<file path="src/rtl/sha256_byte_host.sv">
// sha256_byte_host
// Host-side driver for the byte-serial SHA-256 core. Collects a message from
// the system side, bursts it into the core as one gapless strobe run, then
// captures the 32 returned digest bytes and serves them on a read port.

module sha256_byte_host #(
    parameter int MAX_LEN = 55,
    parameter int TIMEOUT = 4095,
    parameter int TO_W    = 12
) (
    input  logic       clk,
    input  logic       rst_n,
    input  logic [7:0] wr_data,
    input  logic       wr_valid,
    output logic       wr_ready,
    input  logic       start,
    output logic       busy,
    output logic       done,
    output logic       err,
    output logic [1:0] err_code,
    input  logic [4:0] rd_addr,
    output logic [7:0] rd_data,
    output logic [7:0] core_byte,
    output logic       core_strobe,
    input  logic [7:0] core_dout,
    input  logic       core_dvalid
);

    localparam logic [1:0] S_IDLE = 2'd0;
    localparam logic [1:0] S_SEND = 2'd1;
    localparam logic [1:0] S_WAIT = 2'd2;
    localparam logic [1:0] S_CAPT = 2'd3;

    localparam logic [5:0]      MAX_L   = 6'(MAX_LEN);
    localparam logic [TO_W-1:0] TO_LAST = TO_W'(TIMEOUT - 1);

    localparam logic [1:0] E_NONE  = 2'd0;
    localparam logic [1:0] E_LEN   = 2'd1;
    localparam logic [1:0] E_TMO   = 2'd2;
    localparam logic [1:0] E_TRUNC = 2'd3;

    logic [1:0]      state_q, state_d;
    logic [5:0]      len_q, len_d;
    logic [5:0]      idx_q, idx_d;
    logic [4:0]      k_q, k_d;
    logic [TO_W-1:0] timer_q, timer_d;
    logic [7:0]      byte_q, byte_d;
    logic            strobe_q, strobe_d;
    logic            busy_q, busy_d;
    logic            done_q, done_d;
    logic            err_q, err_d;
    logic [1:0]      errc_q, errc_d;

    logic [7:0] msg_q [64];
    logic [7:0] dig_q [32];

    logic       wr_accept;
    logic [5:0] len_eff;
    logic       dig_we;
    logic [4:0] dig_waddr;

    assign wr_ready  = (state_q == S_IDLE) && (len_q < MAX_L);
    assign wr_accept = wr_valid && wr_ready;
    assign len_eff   = len_q + {5'd0, wr_accept};

    assign busy        = busy_q;
    assign done        = done_q;
    assign err         = err_q;
    assign err_code    = errc_q;
    assign core_byte   = byte_q;
    assign core_strobe = strobe_q;
    assign rd_data     = dig_q[rd_addr];

    // Next-state logic: message collection, strobe burst, digest wait and capture
    always_comb begin
        state_d   = state_q;
        len_d     = len_q;
        idx_d     = idx_q;
        k_d       = k_q;
        timer_d   = timer_q;
        byte_d    = byte_q;
        strobe_d  = strobe_q;
        busy_d    = busy_q;
        done_d    = done_q;
        err_d     = err_q;
        errc_d    = errc_q;
        dig_we    = 1'b0;
        dig_waddr = 5'd0;

        case (state_q)
            S_IDLE: begin
                if (wr_accept) begin
                    len_d = len_eff;
                end
                if (start) begin
                    if (len_eff == 6'd0) begin
                        err_d  = 1'b1;
                        errc_d = E_LEN;
                    end else begin
                        // A byte written alongside start into an empty buffer is byte 0
                        state_d  = S_SEND;
                        len_d    = len_eff;
                        done_d   = 1'b0;
                        err_d    = 1'b0;
                        errc_d   = E_NONE;
                        busy_d   = 1'b1;
                        strobe_d = 1'b1;
                        byte_d   = (len_q == 6'd0) ? wr_data : msg_q[0];
                        idx_d    = 6'd1;
                    end
                end
            end
            S_SEND: begin
                if (idx_q < len_q) begin
                    byte_d = msg_q[idx_q];
                    idx_d  = idx_q + 6'd1;
                end else begin
                    strobe_d = 1'b0;
                    byte_d   = 8'd0;
                    timer_d  = '0;
                    state_d  = S_WAIT;
                end
            end
            S_WAIT: begin
                if (core_dvalid) begin
                    dig_we    = 1'b1;
                    dig_waddr = 5'd0;
                    k_d       = 5'd1;
                    state_d   = S_CAPT;
                end else if (timer_q == TO_LAST) begin
                    err_d   = 1'b1;
                    errc_d  = E_TMO;
                    len_d   = 6'd0;
                    busy_d  = 1'b0;
                    state_d = S_IDLE;
                end else begin
                    timer_d = timer_q + 1'b1;
                end
            end
            default: begin
                if (core_dvalid) begin
                    dig_we    = 1'b1;
                    dig_waddr = k_q;
                    if (k_q == 5'd31) begin
                        done_d  = 1'b1;
                        len_d   = 6'd0;
                        busy_d  = 1'b0;
                        state_d = S_IDLE;
                    end else begin
                        k_d = k_q + 5'd1;
                    end
                end else begin
                    err_d   = 1'b1;
                    errc_d  = E_TRUNC;
                    done_d  = 1'b0;
                    len_d   = 6'd0;
                    busy_d  = 1'b0;
                    state_d = S_IDLE;
                end
            end
        endcase
    end

    // Control registers and digest buffer, cleared by synchronous reset
    always_ff @(posedge clk) begin
        if (!rst_n) begin
            state_q  <= S_IDLE;
            len_q    <= 6'd0;
            idx_q    <= 6'd0;
            k_q      <= 5'd0;
            timer_q  <= '0;
            byte_q   <= 8'd0;
            strobe_q <= 1'b0;
            busy_q   <= 1'b0;
            done_q   <= 1'b0;
            err_q    <= 1'b0;
            errc_q   <= E_NONE;
            for (int i = 0; i < 32; i++) begin
                dig_q[i] <= 8'd0;
            end
        end else begin
            state_q  <= state_d;
            len_q    <= len_d;
            idx_q    <= idx_d;
            k_q      <= k_d;
            timer_q  <= timer_d;
            byte_q   <= byte_d;
            strobe_q <= strobe_d;
            busy_q   <= busy_d;
            done_q   <= done_d;
            err_q    <= err_d;
            errc_q   <= errc_d;
            if (dig_we) begin
                dig_q[dig_waddr] <= core_dout;
            end
        end
    end

    // Message buffer needs no reset; len decides which entries are meaningful
    always_ff @(posedge clk) begin
        if (wr_accept) begin
            msg_q[len_q] <= wr_data;
        end
    end

endmodule
</file>
<file path="config.mk">
export PLATFORM = sky130hd
export DESIGN_NAME = sha256_byte_host
export DESIGN_NICKNAME = d
export VERILOG_FILES = /design/src/rtl/sha256_byte_host.sv
export SDC_FILE = /design/constraint.sdc
export NUM_CORES = 1
export LEC_CHECK = 0
export ABC_AREA = 1
export CELL_PAD_IN_SITES_DETAIL_PLACEMENT = 0
export CELL_PAD_IN_SITES_GLOBAL_PLACEMENT = 1
export CORE_AREA = 2 2 378 193
export DETAILED_ROUTE_END_ITERATION = 10
export DIE_AREA = 0 0 380 195
export MAX_ROUTING_LAYER = met4
export PLACE_DENSITY_LB_ADDON = 0.1
export SYNTH_ARGS = -nofsm -noshare
export SYNTH_HDL_FRONTEND = slang
export SYNTH_SLANG_ARGS = --single-unit
</file>
<file path="constraint.sdc">
create_clock -name clk -period 3.7 [get_ports clk]
set_clock_uncertainty 0.05 [all_clocks]
set_input_delay 0.74 -clock clk [delete_from_list [all_inputs] [get_ports clk]]
set_output_delay 0.74 -clock clk [all_outputs]
set_load 0.02 [all_outputs]
</file>
==> impl_metrics.yaml <==
setup_path:
  worst-endpoint-arrival_ns: 2.63
  crit_path_start_kind: "input pin"
  timing_worst_setup_path_type: "input pin to primary output"
  cp_slowest_cell: "clkdlybuf4s50_1"
  critPathMostFrequentCell: "o21ai_0"
  crit_fanout: 30
  critPathRequiredTime_ns: 2.91
  crit_path_end_kind: "primary output"
  cpPeakStageDelay_ns: 0.50
  critical_path.top_delay_family: "buffers and inverters"
  worstPathCellList: "clkdlybuf4s50_1, inv_1, buf_12, o21ai_0, o21ai_0, nor2_1, a21oi_1, dlygate4sd2_1"
  worst_path_buffer_plus_inverter_count: 4
cells_and_area:
  layout.filler_cells: 6089
  areaGrowthSynthToFinish_pct: 14.2
  drive_gt1_share_pct: 9.20
  layout.core_utilization_pct: 56.8
  design.final.nets: 3507
pwr:
  power.clock.fraction_pct: 33.7
  p_total_mw: 23.3
  leakage_nw: 15.0
  switching_power_mw: 7.02
  cell_internal_pwr_mw: 16.3
  power.share.switching_pct: 30.1
  power_frac_seq_pct: 45.8
  peak_ir_drop_on_the_vdd_network_uv: 508
  p_per_area_mw_per_mm2: 582
  share_comb_of_total_power_pct: 20.5
global_routing:
  wire_length_of_the_first_global_routing_pass_um: 144000
  grt.overflow.total: 0
  grt_util_all_layers_pct: 26.2
  grt_max_degree: 173
  number_of_global_route_vias_before_repair: 23700
  antenna_found_initial: 1
timing:
  tightestPinTransition_ns: 0.970
  finalWorstPathRequiredPeriod_ns: 3.42
  worst_slew_margin_rel_pct: 35.4
  hold_violations: 0
  grt_setup_unrepaired: "false"
  final_worst_path_period_share_pct: 92.4
  finalSetupViolations: 0
  timing.fmax_ghz: 0.292
  fin_max_slew_vios: 0
synth:
  yosys_most_used_dff: "edfxtp_1"
  yosys.area.top_type_share_pct: 65.8
  synth_top_cells_by_area: "edfxtp_1 66%, nand2_1 8.8%, nand3_1 6.9%"
  synth_seq_cells: 819
  synth_enable_flop_cells: 768
  synthesis.instances: 3306
  synth.largest_area_cell: "edfxtp_1"
  ys_types: 37
  ys_async_sr_fraction_pct: 0
  yosysWarnings: 0
  synth_seq_area_share_pct: 68.7
  synth_most_common_cell: "nand2_1"
  avgSynthCellArea_um2: 10.6
  post_synth_most_frequent_cells: "818 x nand2_1, 768 x edfxtp_1, 522 x nor2_1"
  synth.cell_area_mm2: 0.0351
floorplan:
  die_area_mm2: 0.0741
  fp.coreArea_mm2: 0.0704
  chipWidth_um: 380
  initial_core_util_pct: 49.8
  row_count: 69
  io_pins: 49
  floorplan.die.height_um: 195
drt:
  detail_route.drc_violations: 0
  route.antenna.remaining_nets: 0
  detail_route.vias_per_cell: 5.52
  routedWlPerCell_um: 20.9
  detail_route.iter0.violations: 2590
  wirelength_um: 93700
  via_count: 24700
  drt_first_pass_iters: 5
placed_design:
  place.gp.congestion: 0.870
  detailed_place_hpwl_um: 56200
  port-buffer-count: 48
worst_hold_path:
  min-delay-path-class: "flop to flop"
cts:
  ctsHtreeMaxLevel: 3
  cts.clk_slew.worst_paths_ns: 0.06
  cts_setup_buffers: 0
  cts_root_buffer: "clkbuf_16"
  max-clock-path-buffers: 3
  cts_tree: "done"
  clk_latency_ns: 0.65
  cts_sinks: 819
  post_cts_hold_buffer_count: 0
  tritoncts.num_buffers: 75
status:
  run_status: "completed"
job:
  max_cap_violations: 0
power groups by stage:
stage	sequential, mW	combinational (mW)	clock, mW
after floorplan	10.9	3.16	0
after global placement	10.9	4.78	0
after detailed placement	10.9	4.79	0
after CTS	10.7	4.81	7.97
after global routing	10.7	5.38	8.34
final	10.7	4.79	7.86
area by class of cell:
| class | instances | area (um2) | area share (%) |
|---|---|---|---|
| Inverter | 63 | 248 | 0.619 |
| Clock buffer | 98 | 2030 | 5.06 |
| Sequential cell | 819 | 24100 | 60.2 |
| Tap cell | 958 | 1200 | 2.99 |
| Timing Repair Buffer | 213 | 1900 | 4.75 |
| Antenna cell | 1 | 2.50 | 0.00625 |
| Clock inverter | 35 | 379 | 0.947 |
| Multi-Input combinational cell | 2292 | 10200 | 25.5 |
registers in the layout, summed over array words and instances, names as in the netlist, named ones only:
name and flops:
timer_q 12, idx_q 6, state_q 2, done 1
k_q 5, dig_q 256, err_code 2, err 1
len_q 6, busy 1, core_strobe 1, core_byte 8
msg_q 512
cells by family after synthesis:
logic type      share of synthesized area (%)
simple gates                             22.4
flops                                    68.7
compound gates                           4.94
buf+inv                                  3.00
fa+ha+maj                               0.607
xor+xnor                                0.325
other cells                            0.0107
placed cells by master, fill, tap and decap left out, types with 3 or more instances in the layout:
master and count:
clkdlybuf4s50_1 29, o21ai_0 166, inv_6 3, clkinv_1 11, o21ai_1 3, nand4_1 17
ha_1 17, a211oi_1 4, edfxtp_1 768, or2_2 3, nor3_4 3, xor2_1 9
conb_1 72, buf_12 16, a31oi_1 7, clkbuf_16 77, clkinv_2 13, nand2_2 20
inv_2 5, buf_2 10, bufinv_16 8, o22ai_1 26, nand2_1 818, nor2_1 522
nor3_1 9, xnor2_1 4, clkbuf_1 19, o221ai_1 38, nor2_2 3, a21oi_1 56
o21a_1 3, dlymetal6s2s_1 7, nand3_1 484, buf_4 149, inv_1 54, dfxtp_1 48
repair_timing:
action	CTS	global route
gates cloned	0	0
gates resized for setup	1	9
hold endpoints to repair	0	0
setup endpoints to repair	1	8
final timing paths:
path	cells after the start	from	slack (ns)	to
setup / recovery	8	rd_addr[2]	0.28	rd_data[4]
hold / removal	2	err	0.42	err
setup reg to reg	17	len_q[0]	0.39	flop
hold reg to reg	2	err	0.42	err
per-layer routing:
layer,routed length (um),vias up,part of all wire [%],global-route usage (%)
li1,-,11800,-,-
met1,42100,12000,45,36.6
met2,42900,833,46,39.9
met3,6550,153,7.0,4.77
met4,2020,0,2.2,6.89
met5,0,-,0,-
worst register-to-register path, cell delays in order, from the launching register on:
cell and delay, ns:
dfxtp_1 0.50, inv_1 0.19, nor2_1 0.19, o21ai_1 0.12, nand2_1 0.15, nor2_2 0.06, ha_1 0.21, ha_1 0.30
or2_2 0.29, nor2_1 0.11, nand2_1 0.05, nor2_1 0.11, nand3_1 0.12, nand3_2 0.20, inv_1 0.19, nand2_1 0.17
nand3_1 0.11, nor2_1 0.13
per-stage QoR:
step                setup TNS (ns)  instances  hold WS (ns)  instance area (um2)  setup slack [ns]
floorplan                        0       3377         0.426                35300             0.769
global placement           -0.0119       4344         0.407                37600           -0.0119
detailed placement         -0.0214       4344         0.406                37600           -0.0214
CTS                              0       4477         0.401                40000            0.0274
global route                     0       4479         0.436                40000            0.0678
finish                           0       4479         0.419                40000             0.280
(Power assumes the default switching activity.)
